## src/rtl/pc_pkg.sv

```systemverilog
// Shared constants and command-priority decode for the PC sequencer.
package pc_pkg;

  localparam int          DATA_WIDTH_DEF   = 32;
  localparam logic [31:0] INIT_DEF         = 32'h0;
  localparam int          STEP_DEF         = 1;
  localparam int          OFFSET_WIDTH_DEF = 16;
  localparam int          RAS_DEPTH_DEF    = 4;

  typedef enum logic [2:0] {
    CMD_NONE,
    CMD_INC,
    CMD_REL,
    CMD_ABS,
    CMD_CALL,
    CMD_RET
  } cmd_e;

  // Only one command runs per cycle: ret > call > load_abs > load_rel > inc_PC.
  function automatic cmd_e decode_cmd(input logic ret, input logic call,
                                      input logic load_abs, input logic load_rel,
                                      input logic inc_pc);
    if (ret)           return CMD_RET;
    else if (call)     return CMD_CALL;
    else if (load_abs) return CMD_ABS;
    else if (load_rel) return CMD_REL;
    else if (inc_pc)   return CMD_INC;
    else               return CMD_NONE;
  endfunction

endpackage

```

## src/rtl/pc_ras.sv

```systemverilog
// Circular return-address stack; a push when full overwrites the oldest entry.
module pc_ras
  import pc_pkg::*;
#(
  parameter int DATA_WIDTH = DATA_WIDTH_DEF,
  parameter int DEPTH      = RAS_DEPTH_DEF,
  localparam int PTR_W     = $clog2(DEPTH)
) (
  input  logic                  clock,
  input  logic                  clear,
  input  logic                  push,
  input  logic                  pop,
  input  logic [DATA_WIDTH-1:0] push_data,
  output logic [DATA_WIDTH-1:0] top,
  output logic [PTR_W:0]        count,
  output logic                  full,
  output logic                  empty
);

  logic [DATA_WIDTH-1:0] mem [DEPTH];
  logic [PTR_W-1:0]      ptr_q, ptr_d;
  logic [PTR_W:0]        count_q, count_d;

  always_comb begin
    ptr_d   = ptr_q;
    count_d = count_q;
    if (push) begin
      ptr_d = ptr_q + PTR_W'(1);
      if (count_q != (PTR_W+1)'(DEPTH)) count_d = count_q + (PTR_W+1)'(1);
    end else if (pop && count_q != '0) begin
      ptr_d   = ptr_q - PTR_W'(1);
      count_d = count_q - (PTR_W+1)'(1);
    end
  end

  always_ff @(posedge clock) begin
    if (clear) begin
      ptr_q   <= '0;
      count_q <= '0;
    end else begin
      ptr_q   <= ptr_d;
      count_q <= count_d;
    end
  end

  // Storage is deliberately not reset; entries are only read after a push.
  always_ff @(posedge clock) begin
    if (push && !clear) mem[ptr_q] <= push_data;
  end

  assign top   = mem[ptr_q - PTR_W'(1)];
  assign count = count_q;
  assign full  = (count_q == (PTR_W+1)'(DEPTH));
  assign empty = (count_q == '0);

endmodule

```

## src/rtl/pc_sequencer.sv

```systemverilog
// Program-counter sequencer: command priority decode, PC register and sticky RAS error.
module pc_sequencer
  import pc_pkg::*;
#(
  parameter int                    DATA_WIDTH   = DATA_WIDTH_DEF,
  parameter logic [DATA_WIDTH-1:0] INIT         = DATA_WIDTH'(INIT_DEF),
  parameter int                    STEP         = STEP_DEF,
  parameter int                    OFFSET_WIDTH = OFFSET_WIDTH_DEF,
  parameter int                    RAS_DEPTH    = RAS_DEPTH_DEF
) (
  input  logic                    clock,
  input  logic                    clear,
  input  logic                    enable,
  input  logic                    inc_PC,
  input  logic                    load_abs,
  input  logic                    load_rel,
  input  logic                    call,
  input  logic                    ret,
  input  logic [DATA_WIDTH-1:0]   target,
  input  logic [OFFSET_WIDTH-1:0] offset,
  output logic [DATA_WIDTH-1:0]   pc_out,
  output logic                    ras_empty,
  output logic                    ras_full,
  output logic                    ras_err
);

  localparam int CNT_W = $clog2(RAS_DEPTH) + 1;

  // Power-up value so pc_out reads INIT even before the first clear.
  logic [DATA_WIDTH-1:0] pc_q = INIT;
  logic [DATA_WIDTH-1:0] pc_d;
  logic                  err_q = 1'b0;
  logic                  err_d;

  cmd_e                  cmd;
  logic                  ras_push, ras_pop;
  logic [DATA_WIDTH-1:0] ras_top;
  logic [CNT_W-1:0]      ras_count;
  logic                  stk_full, stk_empty;
  logic [DATA_WIDTH-1:0] pc_next_seq;
  logic [DATA_WIDTH-1:0] offset_ext;

  assign pc_next_seq = pc_q + DATA_WIDTH'(STEP);
  assign offset_ext  = {{(DATA_WIDTH-OFFSET_WIDTH){offset[OFFSET_WIDTH-1]}}, offset};

  always_comb begin
    cmd      = enable ? decode_cmd(ret, call, load_abs, load_rel, inc_PC) : CMD_NONE;
    pc_d     = pc_q;
    err_d    = err_q;
    ras_push = 1'b0;
    ras_pop  = 1'b0;
    unique case (cmd)
      CMD_RET: begin
        if (stk_empty) begin
          pc_d  = pc_next_seq;
          err_d = 1'b1;
        end else begin
          pc_d    = ras_top;
          ras_pop = 1'b1;
        end
      end
      CMD_CALL: begin
        ras_push = 1'b1;
        pc_d     = target;
        if (stk_full) err_d = 1'b1;
      end
      CMD_ABS:  pc_d = target;
      CMD_REL:  pc_d = pc_q + offset_ext;
      CMD_INC:  pc_d = pc_next_seq;
      default:  ;
    endcase
  end

  always_ff @(posedge clock) begin
    if (clear) begin
      pc_q  <= INIT;
      err_q <= 1'b0;
    end else begin
      pc_q  <= pc_d;
      err_q <= err_d;
    end
  end

  pc_ras #(
    .DATA_WIDTH (DATA_WIDTH),
    .DEPTH      (RAS_DEPTH)
  ) u_ras (
    .clock     (clock),
    .clear     (clear),
    .push      (ras_push),
    .pop       (ras_pop),
    .push_data (pc_next_seq),
    .top       (ras_top),
    .count     (ras_count),
    .full      (stk_full),
    .empty     (stk_empty)
  );

  assign pc_out    = pc_q;
  assign ras_empty = (ras_count == '0);
  assign ras_full  = (ras_count == CNT_W'(RAS_DEPTH));
  assign ras_err   = err_q;

endmodule

```

## config.mk

```make
export PLATFORM = sky130hd
export DESIGN_NAME = pc_sequencer
export DESIGN_NICKNAME = d
export VERILOG_FILES = /design/src/rtl/pc_pkg.sv /design/src/rtl/pc_ras.sv /design/src/rtl/pc_sequencer.sv
export SDC_FILE = /design/constraint.sdc
export NUM_CORES = 1
export LEC_CHECK = 0
export ABC_AREA = 1
export BUFFER_PORTS_ARGS = -buffer_cell sky130_fd_sc_hd__buf_2
export CORE_MARGIN = 3
export CORE_UTILIZATION = 61
export DETAILED_ROUTE_END_ITERATION = 8
export GPL_ROUTABILITY_DRIVEN = 0
export PLACE_DENSITY_LB_ADDON = 0.15
export SYNTH_ARGS = -nofsm -noshare
export SYNTH_HDL_FRONTEND = slang
export SYNTH_HIERARCHICAL = 1
export SYNTH_SLANG_ARGS = --single-unit
```

## constraint.sdc

```tcl
create_clock -name clock -period 3 [get_ports clock]
set_clock_uncertainty 0.05 [all_clocks]
set_input_delay 0.15 -clock clock [delete_from_list [all_inputs] [get_ports clock]]
set_output_delay 0.15 -clock clock [all_outputs]
set_load 0.005 [all_outputs]
```

=== After elaboration in Yosys (flattened, before gate mapping) ===
Memory sizes are Yosys's and may differ from the RTL's.
Cells that the tools add are included.

* Register bits: 38
* Bits in latches: 0
* Bits in writable memories: 128
* Bits in read-only memories: 0
* Output and inout port bits: 35
* Memories kept: 1

* Add/sub/neg operators: 6
* $mul: 0
* Div/mod/pow operators: 0
* Magnitude comparators: 0
* Eq/ne operators: 10
* Shift operators: 0
* Muxes and demuxes: 21
* Bitwise logic cells: 0
* Reduce and logical (&&, ||, !) cells: 11

{| class="wikitable"
|+ Memories
! name !! depth !! bits a word !! rd ports !! clocked after Yosys merged registers in !! wr ports !! line !! RTL
|-
| u_ras.mem || 4 || 32 || 1 || 0 || 1 || pc_ras.sv:20 || <nowiki>logic [DATA_WIDTH-1:0] mem [DEPTH];</nowiki>
|}

{| class="wikitable"
|+ Operator list
! kind !! count
|-
| one-hot mux 32 bit (4 select lines) || 1
|-
| adder 32 x 1 -> 32 bit (second input constant) || 1
|-
| adder 32 bit || 1
|-
| two-way mux 32 bit || 1
|-
| two-way mux 3 bit || 6
|-
| == test 3 bit (second input constant) || 3
|-
| two-way mux 1 bit || 8
|-
| two-way mux 2 bit || 4
|-
| == test 3 x 2 -> 1 bit (second input constant) || 2
|-
| != test 2 bit (second input constant) || 3
|-
| nonzero test 2 bit || 2
|-
| nonzero test 4 bit || 1
|-
| adder 3 x 1 -> 3 bit (second input constant) || 1
|-
| == test 3 x 1 -> 1 bit (second input constant) || 1
|-
| zero test 3 bit || 1
|-
| != test 3 bit (second input constant) || 1
|-
| AND reduction 3 bit || 1
|-
| nonzero test 3 bit || 1
|-
| subtractor 3 x 1 -> 3 bit (second input constant) || 1
|-
| adder 2 x 1 -> 2 bit (second input constant) || 1
|-
| logical AND 1 bit || 2
|-
| one-hot mux 1 bit (2 select lines) || 1
|-
| AND reduction 2 bit || 1
|-
| OR reduction 2 bit || 1
|-
| other kinds (2) || 2
|}

=== Longest topological paths before layout ===
* Depth in word-level cells: 11
* Mapped depth: 16

=== Cells and area by module ===
Netlist, hierarchy kept.

{| class="wikitable"
|+ By module, submodules not included
! module !! instances !! cells each !! area each (µm²)
|-
| pc_sequencer || 1 || 1147 || 5794.3
|-
| pc_ras || 1 || 372 || 5193.7
|}

=== Worst setup path after synthesis ===
No wires, ideal clock.

* Path kind: register to register
* Start point: register u_ras.ptr_q[0]
* End point: memory u_ras/mem[2][0] (netlist bit), enable pin
* Library setup time: 421 ps
* Data arrival time: 2294 ps
* Required time: 2529 ps
* Path slack: 235 ps
* Stages on the path, launching flop included: 8
* Clock period less this slack: 2765 ps
* Path through: dfxtp_1 -> buf_6 -> inv_4 -> buf_12 -> buf_12 -> ha_1 -> inv_1 -> nor2_1

{| class="wikitable"
|+ RTL lines
! item !! line !! RTL
|-
| start, declared || pc_ras.sv:21 || <nowiki>logic [PTR_W-1:0] ptr_q, ptr_d;</nowiki>
|-
| start signal, assigned || pc_ras.sv:41 || <nowiki>ptr_q <= ptr_d;</nowiki>
|-
| end, declared || pc_ras.sv:20 ||
|}

Straight into the memory's write port.

=== Worst setup path in the final report ===
* Start point: register pc_q[0], in the netlist pc_out[0]
* End point: register pc_q[16], in the netlist pc_out[16]

* Longest elaborated chain between the ends: 3
* Elaborated cells between the ends (all ways): 4
* Those cells by class: add/sub: 2; mux: 2

{| class="wikitable"
|+ Ends and longest elaborated chain
! item !! line !! RTL
|-
| start, declared || pc_sequencer.sv:30 || <nowiki>logic [DATA_WIDTH-1:0] pc_q = INIT;</nowiki>
|-
| start signal, assigned || pc_sequencer.sv:79 || <nowiki>pc_q <= pc_d;</nowiki>
|-
| adder 32 x 1 -> 32 bit * || pc_sequencer.sv:43 || <nowiki>assign pc_next_seq = pc_q + DATA_WIDTH'(STEP);</nowiki>
|-
| named net pc_next_seq[16] || pc_sequencer.sv:40 || <nowiki>logic [DATA_WIDTH-1:0] pc_next_seq;</nowiki>
|-
| two-way mux 32 bit || pc_sequencer.sv:54 || <nowiki>if (stk_empty) begin</nowiki>
|-
| one-hot mux 32 bit (4 select lines) * || pc_sequencer.sv:52 || <nowiki>unique case (cmd)</nowiki>
|}

Mark *: on every way through the listed nets, which the timed path passes. The rest lies on a longest branch.
A chain may end at the register's enable or synchronous reset.

==> flow_summary.json <==
{
  "dieArea_mm2": 0.0197,
  "required_ps": 3320,
  "die_w_um": 140,
  "fin_setup_tns_ps": 0,
  "boundaryPins": 91,
  "pwr_density_cell_mw_per_mm2": 548,
  "holdCritPathClass": "input pin to flip-flop",
  "clock_latency_ps": 430,
  "die_h_um": 140,
  "power_mw": 6.74,
  "hold_viol_final": 0,
  "place_area_mm2": 0.0116,
  "grt-ovfl-total": 0,
  "drt_iter0_markers": 1278,
  "port_buffers": 90,
  "r2r_end": "pc_out[16]",
  "fmax_ghz": 0.378,
  "rr_worst_depth": 9,
  "crit_fanout": 10,
  "cp.arrival_ps": 2970,
  "grt_pass1_vias": 9697,
  "slew_headroom_pct": 33.9,
  "netlist.area_leader.share_pct": 35.0,
  "cts_max_path_buffers": 2,
  "drc_errors": 0,
  "routed_wl_mm": 31.8,
  "synth-seq-cells": 166,
  "status": "finished, final reports clean",
  "cts_buffers": 17,
  "clock-sinks": 166,
  "post_cts_buffers": 0,
  "yosysUniqueCellTypes": 46,
  "grt_use_total_pct": 32.0,
  "rsz0062_at_grt": "no",
  "ys_warn_count": 6,
  "synth_area_leaders": "edfxtp_1, nand2_1, inv_1, dfxtp_1, nor2_1",
  "cts_tree": "done",
  "drt_pass1_iterations": 6,
  "synth_top_area_cell": "edfxtp_1",
  "grt_pass1_wl_mm": 50.0,
  "synth_area_mm2": 0.0110,
  "rrSetupSlack_ps": 350,
  "hpwl_mm": 22.7,
  "layout_min_cycle_time_ps": 2650,
  "areaGrowthSynthToFinish_pct": 11.8,
  "ys_seq_area_share_pct": 41.9,
  "synth_fp_nets": 1613,
  "power_leakage_nw": 5.74,
  "critPathLaunchType": "flip-flop",
  "cts_root_buf": "clkbuf_16",
  "end_kind": "flip-flop",
  "setup_viol": 0,
  "grt_max_degree": 68,
  "min_from": "target[27]",
  "hold-path-endpoint": "pc_out[27]",
  "drive_above_1_share_pct": 11.6,
  "layout.nets": 1701,
  "wl_per_cell_um": 17.2,
  "postSynthCellCount": 1519,
  "drv_cap": 0,
  "crit_type": "flip-flop to flip-flop",
  "viasPerCell": 5.77,
  "post-route-period-util_pct": 88.3,
  "postSynthAreaPerCell_um2": 7.23,
  "diodes": 0,
  "htree_levels": 4,
  "initial_utilization_pct": 62.9,
  "report.final.slew_viol_count": 0,
  "min_delay_path_depth": 5,
  "clkTransAtPathRegs_ps": 70,
  "ant_nets": 0,
  "final_area_mm2": 0.0123,
  "rows": 48,
  "antenna_found_initial": 0,
  "num_vias": 10642,
  "tightest_slew_ps": 991,
  "irDropWorstVdd_v": 0.000333,
  "core-area_mm2": 0.0175,
  "r2r_start": "pc_out[0]",
  "fin_ws_ps": 352,
  "place_ws_ps": 540,
  "whs_ps": 13.3
}
-- synth_stat cells (all sizes together) --
cell type  count
xor2           8
a31o           1
a211oi         1
clkinv         2
and2           2
nand3        101
a31oi          1
nand4          8
a41oi          1
a21o           1
clkbuf        21
nor3b          1
a22oi         14
a21oi         50
nand3b        20
o21ai        117
dfxtp         38
o21bai        11
or2            6
o211ai         3
inv          207
o2111ai        1
fa             2
buf           24
nand2        447
xnor2          6
edfxtp       128
nor3           5
o22ai         32
ha            36
nor2         224
-- flip-flops by register name, indices dropped and copies added, names as in the netlist --
signal,flops
pc_out,32
ras_err,1
u_ras/count,3
u_ras/mem,128
u_ras/ptr_q,2
-- power by group --
part           total, mW  internal (mW)  leakage, nW  switching, mW
Sequential          2.73           2.60         1.49          0.130
Clock               2.26           1.38        0.285          0.877
Combinational       1.75          0.582         3.97           1.17
-- per-stage QoR --
stage          util [%]  std cells
4_1_cts            70.3       1844
5_1_grt            70.3       1844
2_1_floorplan         -       1519
3_3_place_gp       66.5       1808
3_5_place_dp       66.5       1808
6_report           70.3       1844
-- how the worst max path moves through the flow --
stage	startpoint	end	slack (ps)	depth (start not counted)
floorplan	u_ras/ptr_q[0]	u_ras/mem[2][0]	230	7
detailed placement	pc_out[0]	pc_out[16]	540	9
global route	pc_out[0]	pc_out[16]	190	9
finish	pc_out[0]	pc_out[16]	350	9
global placement	pc_out[0]	pc_out[16]	540	9
CTS	pc_out[0]	pc_out[16]	490	9
-- worst max-delay path: stages (launching register included) --
cell and delay (ps):
dfxtp_1 530, ha_1 380, nand3_1 260, nor3_1 440, nand4_1 140, nand2_1 250, nor2_1 60, o21ai_0 300
o21bai_1 120, inv_1 60
-- cell type report --
cell class,count,area (um2)
clock buffers,18,429
multi-input cells,1099,5360
well taps,225,282
clock inverters,13,180
fillers,1436,5190
repair buffers,114,643
inverters,209,787
flip-flops and latches,166,4610
-- cell usage in the layout (no fill, tap or decap), drive strengths merged, types with 2 or more instances in the layout --
cell type,netlist,layout
bufinv,0,4
a21oi,50,50
xnor2,6,6
inv,207,208
nor3,5,5
nand3b,20,20
ha,36,36
o22ai,32,32
a22oi,14,14
xor2,8,8
edfxtp,128,128
nand3,101,101
o211ai,3,3
o21bai,11,11
fa,2,2
clkinvlp,0,3
or2,6,6
dlygate4sd3,0,5
nand4,8,8
buf,24,109
dfxtp,38,38
nor2,224,224
clkbuf,21,18
clkinv,2,7
o21ai,117,117
nand2,447,447
and2,2,2
-- per-layer routing --
metal | GRT usage, % | wire [um]
met5 | 0 | 0
met4 | 12.4 | 1210
met3 | 5.33 | 3010
met2 | 49.8 | 14200
met1 | 45.2 | 13300
-- logic make-up (layout without fill, tap and decap cells) --
logic type | after synthesis | count (layout) | share of synthesized area (%)
simple gates | 814 | 814 | 31.0
buf+inv | 254 | 354 | 9.52
compound gates | 233 | 233 | 11.9
flops | 166 | 166 | 41.9
fa+ha+maj | 38 | 38 | 4.46
xor+xnor | 14 | 14 | 1.25
-- what timing repair did --
item,4_1_cts,5_1_grt
hold buffers,5,0
resized for setup,0,0
hold endpoints to repair,6,0
No activity file was read; power rests on OpenSTA's default activity.
